File: src/rtl/alu_decode_stage_pkg.sv
// Shared ALU op encodings, RV32 opcode constants and decode-stage types.
package alu_decode_stage_pkg;

    localparam int unsigned ALU_OP_W = 5;
    localparam int unsigned INST_W   = 32;

    typedef logic [ALU_OP_W-1:0] alu_op_t;

    localparam alu_op_t ALU_BEQ    = 5'b00000;
    localparam alu_op_t ALU_BNE    = 5'b00001;
    localparam alu_op_t ALU_LT     = 5'b00010;
    localparam alu_op_t ALU_LTU    = 5'b00011;
    localparam alu_op_t ALU_GE     = 5'b00100;
    localparam alu_op_t ALU_GEU    = 5'b00101;
    localparam alu_op_t ALU_ADD    = 5'b00110;
    localparam alu_op_t ALU_LUI    = 5'b00111;
    localparam alu_op_t ALU_XOR    = 5'b01000;
    localparam alu_op_t ALU_OR     = 5'b01001;
    localparam alu_op_t ALU_AND    = 5'b01010;
    localparam alu_op_t ALU_SLL    = 5'b01011;
    localparam alu_op_t ALU_SRA    = 5'b01100;
    localparam alu_op_t ALU_SRL    = 5'b01101;
    localparam alu_op_t ALU_SUB    = 5'b01110;
    localparam alu_op_t ALU_NOP    = 5'b01111;
    localparam alu_op_t ALU_MUL    = 5'b10000;
    localparam alu_op_t ALU_MULH   = 5'b10001;
    localparam alu_op_t ALU_MULHSU = 5'b10010;
    localparam alu_op_t ALU_MULHU  = 5'b10011;
    localparam alu_op_t ALU_DIV    = 5'b10100;
    localparam alu_op_t ALU_DIVU   = 5'b10101;
    localparam alu_op_t ALU_REM    = 5'b10110;
    localparam alu_op_t ALU_REMU   = 5'b10111;

    localparam logic [6:0] OPC_BRANCH = 7'b1100011;
    localparam logic [6:0] OPC_LOAD   = 7'b0000011;
    localparam logic [6:0] OPC_STORE  = 7'b0100011;
    localparam logic [6:0] OPC_AUIPC  = 7'b0010111;
    localparam logic [6:0] OPC_LUI    = 7'b0110111;
    localparam logic [6:0] OPC_JAL    = 7'b1101111;
    localparam logic [6:0] OPC_JALR   = 7'b1100111;
    localparam logic [6:0] OPC_OP_IMM = 7'b0010011;
    localparam logic [6:0] OPC_OP     = 7'b0110011;

    localparam logic [6:0] F7_ZERO = 7'b0000000;
    localparam logic [6:0] F7_ALT  = 7'b0100000;
    localparam logic [6:0] F7_MULD = 7'b0000001;

    typedef struct packed {
        alu_op_t op;
        logic    illegal;
        logic    muldiv;
    } dec_t;

    localparam dec_t DEC_NOP = '{op: ALU_NOP, illegal: 1'b0, muldiv: 1'b0};

    typedef enum logic [1:0] {
        SKID_EMPTY = 2'd0,
        SKID_ONE   = 2'd1,
        SKID_TWO   = 2'd2
    } skid_state_e;

    // Shared OP-IMM / OP(f7=0) map; returns {illegal, op}.
    function automatic logic [ALU_OP_W:0] base_map(input logic [2:0] f3, input logic [6:0] f7);
        logic [ALU_OP_W:0] r;
        r = {1'b0, ALU_NOP};
        unique case (f3)
            3'b000: r = {1'b0, ALU_ADD};
            3'b010: r = {1'b0, ALU_LT};
            3'b011: r = {1'b0, ALU_LTU};
            3'b100: r = {1'b0, ALU_XOR};
            3'b110: r = {1'b0, ALU_OR};
            3'b111: r = {1'b0, ALU_AND};
            3'b001: r = (f7 == F7_ZERO) ? {1'b0, ALU_SLL} : {1'b1, ALU_NOP};
            3'b101: begin
                if (f7 == F7_ALT)       r = {1'b0, ALU_SRA};
                else if (f7 == F7_ZERO) r = {1'b0, ALU_SRL};
                else                    r = {1'b1, ALU_NOP};
            end
        endcase
        return r;
    endfunction

endpackage

File: src/rtl/alu_decode_stage_if.sv
// Instruction-in / decoded-op-out handshake bundle of the decode stage.
interface alu_decode_stage_if #(
    parameter int unsigned OP_W = 5
);
    logic            in_valid;
    logic            in_ready;
    logic [31:0]     in_inst;
    logic            out_valid;
    logic            out_ready;
    logic [OP_W-1:0] out_aluop;
    logic            out_illegal;
    logic            out_muldiv;

    modport master (
        output in_valid, in_inst, out_ready,
        input  in_ready, out_valid, out_aluop, out_illegal, out_muldiv
    );

    modport slave (
        input  in_valid, in_inst, out_ready,
        output in_ready, out_valid, out_aluop, out_illegal, out_muldiv
    );
endinterface

File: src/rtl/alu_op_decode.sv
// Combinational RV32I(+M) instruction to ALU op / illegal / muldiv decode.
module alu_op_decode
    import alu_decode_stage_pkg::*;
#(
    parameter bit ENABLE_M = 1'b0
) (
    input  logic [INST_W-1:0] inst,
    output dec_t              dec
);

    logic [6:0]        opcode;
    logic [2:0]        f3;
    logic [6:0]        f7;
    logic [ALU_OP_W:0] base;
    logic              unused_bits;

    assign opcode      = inst[6:0];
    assign f3          = inst[14:12];
    assign f7          = inst[31:25];
    assign base        = base_map(f3, f7);
    assign unused_bits = ^{inst[24:15], inst[11:7]};

    always_comb begin
        dec = DEC_NOP;
        unique case (opcode)
            OPC_BRANCH: begin
                unique case (f3)
                    3'b000:  dec.op = ALU_BEQ;
                    3'b001:  dec.op = ALU_BNE;
                    3'b100:  dec.op = ALU_LT;
                    3'b101:  dec.op = ALU_GE;
                    3'b110:  dec.op = ALU_LTU;
                    3'b111:  dec.op = ALU_GEU;
                    default: dec.illegal = 1'b1;
                endcase
            end
            OPC_LOAD, OPC_STORE, OPC_AUIPC: dec.op = ALU_ADD;
            OPC_LUI:                        dec.op = ALU_LUI;
            OPC_JAL, OPC_JALR:              dec.op = ALU_NOP;
            OPC_OP_IMM: {dec.illegal, dec.op} = base;
            OPC_OP: begin
                if (f7 == F7_ZERO) begin
                    {dec.illegal, dec.op} = base;
                end else if (f7 == F7_ALT) begin
                    if (f3 == 3'b000)      dec.op = ALU_SUB;
                    else if (f3 == 3'b101) dec.op = ALU_SRA;
                    else                   dec.illegal = 1'b1;
                end else if (ENABLE_M && (f7 == F7_MULD)) begin
                    dec.op     = {2'b10, f3};
                    dec.muldiv = 1'b1;
                end else begin
                    dec.illegal = 1'b1;
                end
            end
            default: dec.illegal = 1'b1;
        endcase
        // Illegal words always present as a NOP with no unit select.
        if (dec.illegal) begin
            dec.op     = ALU_NOP;
            dec.muldiv = 1'b0;
        end
    end

endmodule

File: src/rtl/alu_decode_stage.sv
// Registered decode stage: decoder feeding a 2-entry skid buffer, plus illegal-instruction tracking.
module alu_decode_stage
    import alu_decode_stage_pkg::*;
#(
    parameter bit          ENABLE_M = 1'b0,
    parameter int unsigned OP_W     = 5,
    parameter int unsigned CNT_W    = 16
) (
    input  logic             clk,
    input  logic             rst_n,
    alu_decode_stage_if.slave bus,
    input  logic             illegal_clr,
    output logic             illegal_seen,
    output logic [CNT_W-1:0] illegal_cnt
);

    if (OP_W < ALU_OP_W) begin : g_op_w_check
        $error("alu_decode_stage: OP_W must be at least 5");
    end

    skid_state_e      state_q, state_n;
    dec_t             dec, a_q, a_n, b_q, b_n;
    logic             in_ready_q, in_ready_n;
    logic             out_valid_q, out_valid_n;
    logic             seen_q, seen_n;
    logic [CNT_W-1:0] cnt_q, cnt_n;
    logic             accept, drain;

    alu_op_decode #(.ENABLE_M(ENABLE_M)) u_decode (
        .inst (bus.in_inst),
        .dec  (dec)
    );

    assign accept = bus.in_valid && in_ready_q;
    assign drain  = out_valid_q && bus.out_ready;

    // Slot A is the output register, slot B the skid register.
    always_comb begin
        state_n     = state_q;
        a_n         = a_q;
        b_n         = b_q;
        seen_n      = seen_q;
        cnt_n       = cnt_q;
        unique case (state_q)
            SKID_EMPTY: begin
                if (accept) begin
                    a_n     = dec;
                    state_n = SKID_ONE;
                end
            end
            SKID_ONE: begin
                if (accept && drain) begin
                    a_n = dec;
                end else if (accept) begin
                    b_n     = dec;
                    state_n = SKID_TWO;
                end else if (drain) begin
                    state_n = SKID_EMPTY;
                end
            end
            SKID_TWO: begin
                if (drain) begin
                    a_n     = b_q;
                    state_n = SKID_ONE;
                end
            end
            default: state_n = SKID_EMPTY;
        endcase
        out_valid_n = (state_n != SKID_EMPTY);
        in_ready_n  = (state_n != SKID_TWO);

        // Clear takes priority over a simultaneous illegal accept.
        if (illegal_clr) begin
            seen_n = 1'b0;
            cnt_n  = '0;
        end else if (accept && dec.illegal) begin
            seen_n = 1'b1;
            if (cnt_q != {CNT_W{1'b1}}) cnt_n = cnt_q + CNT_W'(1);
        end
    end

    always_ff @(posedge clk) begin
        if (!rst_n) begin
            state_q     <= SKID_EMPTY;
            a_q         <= DEC_NOP;
            b_q         <= DEC_NOP;
            in_ready_q  <= 1'b0;
            out_valid_q <= 1'b0;
            seen_q      <= 1'b0;
            cnt_q       <= '0;
        end else begin
            state_q     <= state_n;
            a_q         <= a_n;
            b_q         <= b_n;
            in_ready_q  <= in_ready_n;
            out_valid_q <= out_valid_n;
            seen_q      <= seen_n;
            cnt_q       <= cnt_n;
        end
    end

    assign bus.in_ready    = in_ready_q;
    assign bus.out_valid   = out_valid_q;
    assign bus.out_aluop   = OP_W'(a_q.op);
    assign bus.out_illegal = a_q.illegal;
    assign bus.out_muldiv  = a_q.muldiv;
    assign illegal_seen    = seen_q;
    assign illegal_cnt     = cnt_q;

endmodule

File: src/flat_wrapper.sv
// flat-port wrapper written by rule: the top's interface ports become plain ports
module alu_decode_stage_flat import alu_decode_stage_pkg::*;
#(
    parameter bit          ENABLE_M = 1'b0,
    parameter int unsigned OP_W     = 5,
    parameter int unsigned CNT_W    = 16
)
  (clk, rst_n, illegal_clr, illegal_seen, illegal_cnt, bus_in_valid, bus_in_inst, bus_out_ready, bus_in_ready, bus_out_valid, bus_out_aluop, bus_out_illegal, bus_out_muldiv);
  alu_decode_stage_if #(.OP_W(OP_W)) bus_i ();
  input  logic clk;
  input  logic rst_n;
  input  logic illegal_clr;
  output logic illegal_seen;
  output logic [CNT_W-1:0] illegal_cnt;
  input wire logic [$bits(bus_i.in_valid)-1:0] bus_in_valid;
  input wire logic [$bits(bus_i.in_inst)-1:0] bus_in_inst;
  input wire logic [$bits(bus_i.out_ready)-1:0] bus_out_ready;
  output wire logic [$bits(bus_i.in_ready)-1:0] bus_in_ready;
  output wire logic [$bits(bus_i.out_valid)-1:0] bus_out_valid;
  output wire logic [$bits(bus_i.out_aluop)-1:0] bus_out_aluop;
  output wire logic [$bits(bus_i.out_illegal)-1:0] bus_out_illegal;
  output wire logic [$bits(bus_i.out_muldiv)-1:0] bus_out_muldiv;
  assign bus_i.in_valid = bus_in_valid;
  assign bus_i.in_inst = bus_in_inst;
  assign bus_i.out_ready = bus_out_ready;
  assign bus_in_ready = bus_i.in_ready;
  assign bus_out_valid = bus_i.out_valid;
  assign bus_out_aluop = bus_i.out_aluop;
  assign bus_out_illegal = bus_i.out_illegal;
  assign bus_out_muldiv = bus_i.out_muldiv;
  alu_decode_stage #(.ENABLE_M(ENABLE_M), .OP_W(OP_W), .CNT_W(CNT_W)) u_core (.clk(clk), .rst_n(rst_n), .bus(bus_i), .illegal_clr(illegal_clr), .illegal_seen(illegal_seen), .illegal_cnt(illegal_cnt));
endmodule
File: config.mk
export PLATFORM = sky130hd
export DESIGN_NAME = alu_decode_stage_flat
export DESIGN_NICKNAME = d
export VERILOG_FILES = /design/src/rtl/alu_decode_stage_pkg.sv /design/src/rtl/alu_decode_stage_if.sv /design/src/rtl/alu_op_decode.sv /design/src/rtl/alu_decode_stage.sv /design/src/flat_wrapper.sv
export SDC_FILE = /design/constraint.sdc
export NUM_CORES = 1
export LEC_CHECK = 0
export CAP_MARGIN = 20
export CORE_MARGIN = 1.5
export CORE_UTILIZATION = 41
export CTS_BUF_LIST = sky130_fd_sc_hd__clkbuf_4 sky130_fd_sc_hd__clkbuf_8 sky130_fd_sc_hd__clkbuf_16
export DETAILED_ROUTE_END_ITERATION = 16
export GPL_ROUTABILITY_DRIVEN = 1
export PLACE_DENSITY = 0.8
export REMOVE_ABC_BUFFERS = 1
export SYNTH_ARGS = -nofsm -noshare
export SYNTH_HDL_FRONTEND = slang
export SYNTH_SLANG_ARGS = --single-unit
File: constraint.sdc
create_clock -name clk -period 1.85 [get_ports clk]
set_clock_uncertainty 0.15 [all_clocks]
set_input_delay 0.37 -clock clk [delete_from_list [all_inputs] [get_ports clk]]
set_output_delay 0.37 -clock clk [all_outputs]
set_load 0.01 [all_outputs]
## Yosys cells after proc, flatten, opt, wreduce, memory -nomap -nowiden

Index checks and enable logic that the tools add are counted.

- Bitwise logic cells: 2
- Reductions and logical operators: 16
- $add $sub $neg: 1
- Mux-type cells: 26
- Equal/unequal tests: 24

Operators by type and width:

| cell | count |
|---|---|
| $pmux 6 s8 | 1 |
| $eq 7x6->1 const B | 4 |
| $pmux 5 s5 | 1 |
| $mux 6 | 4 |
| $pmux 4 s6 | 1 |
| $eq 7x7->1 const B | 3 |
| $mux 7 | 3 |
| $pmux 7 s3 | 1 |
| $add 16x1->16 const B | 1 |
| $ne 16x16->1 const B | 1 |
| $mux 5 | 3 |
| $eq 7x5->1 const B | 2 |
| $eq 3x3->1 const B | 4 |
| $mux 2 | 6 |
| $reduce_or 6->1 | 2 |
| $eq 7x2->1 const B | 1 |
| $logic_not 7->1 | 1 |
| $eq 3x2->1 const B | 2 |
| $ne 2x1->1 const B | 3 |
| $pmux 2 s3 | 1 |
| $logic_and 1x1->1 | 4 |
| $mux 1 | 4 |
| $pmux 1 s4 | 1 |
| $reduce_and 4->1 | 1 |
| other kinds (13) | 14 |

- Flip-flop bits (word level): 34
- Output and inout bits: 26
- Bits of input ports: 37
- Logic and storage cells: 79

## Depth between registers and ports, before layout

Gate-level depths: netlist of run 1.

- Depth after elaboration: 9
- Depth in mapped cells: 9
- Mapped depth without buffers: 7

## By module

A second synthesis of run 1 with hierarchy kept.

- Cell total of the unflattened synthesis: 247
- Area, all modules: 2077.0 um^2

Modules (own cells, without submodules):

| module | area an instance (um^2) | cells each | times used | sequential area each (um^2) |
|---|---|---|---|---|
| alu_decode_stage | 1666.6 | 186 | 1 | 700.7 |
| alu_op_decode | 410.4 | 61 | 1 | 0.0 |

## Worst setup path before layout of run 1

Ideal clock, no wire load.

- Path kind: flip-flop to flip-flop
- From: register u_core.cnt_q[0] (netlist: u_core.illegal_cnt[0])
- To: register u_core.cnt_q[10] (netlist: u_core.illegal_cnt[10])
- Required time: 1.630 ns
- Library setup time: 0.070 ns
- Arrival: 1.828 ns
- Cell stages (with the launch flop): 9
- Slack: -0.199 ns
- Buffers on the path: 1
- Clock period less this slack: 2.049 ns
- Cells stage by stage: dfxtp_1 -> ha_1 -> and2_1 -> and2_1 -> a41oi_2 -> o21ai_2 -> buf_6 -> or3_1 -> a21oi_1

- Cells in the longest elaborated chain, start to end: 2
- Elaborated cells between the ends (all ways): 3
- Those cells by class: 1 x add/sub; 1 x eq/ne; 1 x reduce/logical

Ends and longest elaborated chain:

| item | RTL line | source |
|---|---|---|
| start, declared | alu_decode_stage.sv:26 | `logic [CNT_W-1:0] cnt_q, cnt_n;` |
| start signal, assigned | alu_decode_stage.sv:98 | `cnt_q <= cnt_n;` |
| branches (longest 2 deep; another with $add 16x1->16) | - |  |

Several ways; the timed one is not identified.
A chain may end at the register's enable or synchronous reset.

## Worst setup path in the final report of run 1

- From: register u_core.cnt_q[1] (netlist: u_core.illegal_cnt[1])
- To: register u_core.cnt_q[9] (netlist: u_core.illegal_cnt[9])

Same word-level chain as after synthesis.

==> impl_metrics.csv, run 1 <==
group,metric,value,unit
synthesis,postSynthAreaPerCell,7.81,µm²
routing,drc,0,
worst_setup_path,start_kind,"flip-flop",
layout,drive_above_1_share,0.428,
routing,final_antenna_net_count,0,
die,ioPinCount,63,
cts,clkTransAtPathRegs,0.06,ns
worst_setup_path,crit_fanout,6,
global_routing,gr-total-overflow,0,
cts,clock_latency,0.28,ns
flow_run,maxCapViolCount,0,
sta,timing.fmax,489,MHz
placement,gp_congestion,0.896,
worst_setup_path,cp_slowest_stage_delay,0.46,ns
synthesis,synth_compound_area_frac,0.254,
global_routing,antenna_found_initial,0,
cts,cts-buffers-inserted,5,
layout,area_growth,83.8,%
worst_setup_path,critical_path_class,"flip-flop to flip-flop",
cts,clockBufferDepth,2,
worst_setup_path,arrival,2.13,ns
die,fp.dieArea,4940,µm²
die,fp.dieW,70.3,µm
layout,diodes,0,
power,leakage,1.40,nW
synthesis,yosysWarningCount,0,
worst_setup_path,critPathSlowestCell,"or4_1",
routing,num_vias,2447,
layout,final_cells,412,
sta,fin_crit,2.04,ns
worst_setup_path,critPathCaptureType,"flip-flop",
sta,setup_viol,22,
sta,fin_setup_tns,-2.38,ns
synthesis,synthCells,238,
global_routing,gr-usage-all-layers,0.259,
global_routing,grt_pass1_wl,10400,µm
routing,dr.pass1.iters,5,
layout,mostFrequentLayoutCells,"66 x buf_4, 28 x dfxtp_1, 25 x nor2_1, 24 x clkdlybuf4s50_1, 17 x nand2_1",
sta,drv_slew,0,
synthesis,yosysSeqAreaShare,0.334,
cts,ctsHoldBuffers,0,
placement,placed_cells,388,
hold_path,hold_path.class,"flip-flop to flip-flop",
power,powerDensity,476,nW/µm²
synthesis,synth-adder-area-share,0.00673,
placement,dp_hpwl,4040,µm
sta,holdWs,0.345,ns
worst_setup_path,critPathMostFrequentCell,"and2_4",
synthesis,syn_area,1860,µm²
worst_setup_path,cp-startpoint,"u_core.illegal_cnt[1]$_SDFFE_PP0P_",
routing,drt_iter0_markers,141,
worst_setup_path,required,1.93,ns
sta,hold_viol,0,
synthesis,ys_seq_elements,31,
synthesis,synth_top_family_by_area,"simple AND/OR/NAND/NOR gates",
routing,wl_per_cell,17.4,µm
global_routing,grt_pass1_vias,2336,
status,violations,"negative setup slack",
die,row_count,24,
global_routing,grt_max_degree,12,
hold_path,hp-start,"u_core.illegal_seen$_SDFFE_PP0P_",
cts,cts_tree,"built",
synthesis,async_reset_ff_frac,0,
synthesis,synth.distinct_cells,53,
die,start_util,0.427,
worst_setup_path,r2r_start,"u_core.illegal_cnt[1]$_SDFFE_PP0P_",
worst_setup_path,path_cells,"ha_4 > and2_4 > and2_4 > a41oi_4 > o21ai_4 > buf_12 > or4_1 > nand2_1",
die,die_h,70.3,µm
layout,fin_nets,399,
placement,portBuffers,45,
cts,cts_sinks,31,
die,core_area,4350,µm²
synthesis,synthSimpleGateAreaFrac,0.331,
routing,m1WireLength,2800,µm
routing,wl_met3,374,µm
layout,nFillCells,270,
cts,root_buffer,"clkbuf_8",
routing,vias_per_cell,5.94,
synthesis,yosys.area_share.xor_xnor,0.0141,
cts,htree_levels,2,
routing,routed_wl,7190,µm
layout,layout_commonest_cell,"buf_4",
synthesis,synth-edff-count,0,
routing,dr.max_layer_used,"met4",
sta,layout_worst_path_cycle_share,1.11,
power,ir_drop,0.483,mV
sta,rsz0062_at_grt,"true",
synthesis,synth-main-ff-cell,"dfxtp_1",
status,status,"complete, but fails checks",
sta,setup_slack,-0.195,ns
routing,wl_met2,3750,µm
synthesis,synth_mux_area_frac,0.0121,
-- power breakdown --
part           total (mW)  internal (mW)  leakage (nW)  switching, mW
combinational       0.412          0.208          1.11          0.204
sequential          0.704          0.687         0.253         0.0173
clock               0.508          0.265        0.0406          0.243
total                1.62           1.16          1.40          0.464
-- registers in the layout, indices dropped and copies added, names as in the netlist --
name	cells
u_core.b_q	5
u_core.state_q	2
u_core.bus.out_valid	1
u_core.illegal_cnt	16
u_core.bus.out_illegal	1
u_core.illegal_seen	1
u_core.bus.in_ready	1
u_core.bus.out_aluop	4
-- path summary, 6_finish.rpt --
path | slack, ns | cells past startpoint | end
worst min register to register | 0.35 | 1 | u_core.illegal_seen$_SDFFE_PP0P_
worst max register to register | -0.19 | 8 | u_core.illegal_cnt[9]$_SDFFE_PP0P_
worst max-delay path | -0.19 | 8 | u_core.illegal_cnt[9]$_SDFFE_PP0P_
worst min-delay path | 0.35 | 1 | u_core.illegal_seen$_SDFFE_PP0P_
-- critical path: cells and delay by family (launching register included) --
kind / cells / cell delay (ns)
simple gates: 4 / 0.85
compound gates: 2 / 0.35
flops: 1 / 0.34
fa+ha+maj: 1 / 0.16
buf+inv: 1 / 0.15
-- stage by stage --
step / util / setup slack [ns] / power [mW] / instance area (µm²)
2_1_floorplan: - / -0.263 / 0.829 / 1800
5_1_grt: 0.784 / -0.253 / 1.68 / 3420
3_5_place_dp: 0.642 / -0.674 / 1.02 / 2800
3_3_place_gp: 0.642 / -0.621 / 1.01 / 2800
6_report: 0.784 / -0.195 / 1.62 / 3420
4_1_cts: 0.721 / -0.233 / 1.56 / 3140
-- final cells by class --
type,instances,area [µm²],share of cell area
Inverter,5,18.8,0.00549
Tap cell,52,65.1,0.0190
Timing Repair Buffer,126,1130,0.330
Sequential cell,31,624,0.183
Multi-Input combinational cell,192,1500,0.440
Clock buffer,6,76.3,0.0223
-- kinds of logic (layout without fill, tap and decap cells) --
group,count (synthesis),in the layout
fa+ha+maj,1,1
flops,31,31
simple gates,114,114
xor+xnor,3,3
mux,2,2
buf+inv,16,137
compound gates,70,70
other cells,1,2
-- what timing repair did --
action                     in CTS  in global routing
gates cloned                    2                  1
pin swaps                      33                 27
setup endpoints to repair      28                 30
gates resized for setup        82                 60
hold endpoints to repair        0                  0
buffers inserted               11                  6
-- cell usage after synthesis (all sizes together), types with 6 or more instances --
cell type,n,area [µm²]
nand3,13,77.6
a21oi,19,95.1
nor2b,7,43.8
dfxtp,31,621
o21ai,20,104
or3,8,50.1
nor4,6,43.8
nor2,28,105
buf,9,58.8
nand2,20,75.1
-- routing by layer --
metal | global-route usage | vias to the layer above
li1 | - | 1121
met1 | 0.301 | 1183
met2 | 0.461 | 110
met3 | 0.0476 | 33
met4 | 0.111 | 0
met5 | 0 | -
(Power assumes the default switching activity.)
==> inputs of run 2 (changes only) <==
- GPL_ROUTABILITY_DRIVEN: 1 -> not set
==> results of run 2 <==
Same layout as run 1: the final DEF is identical, and so are final timing and power.
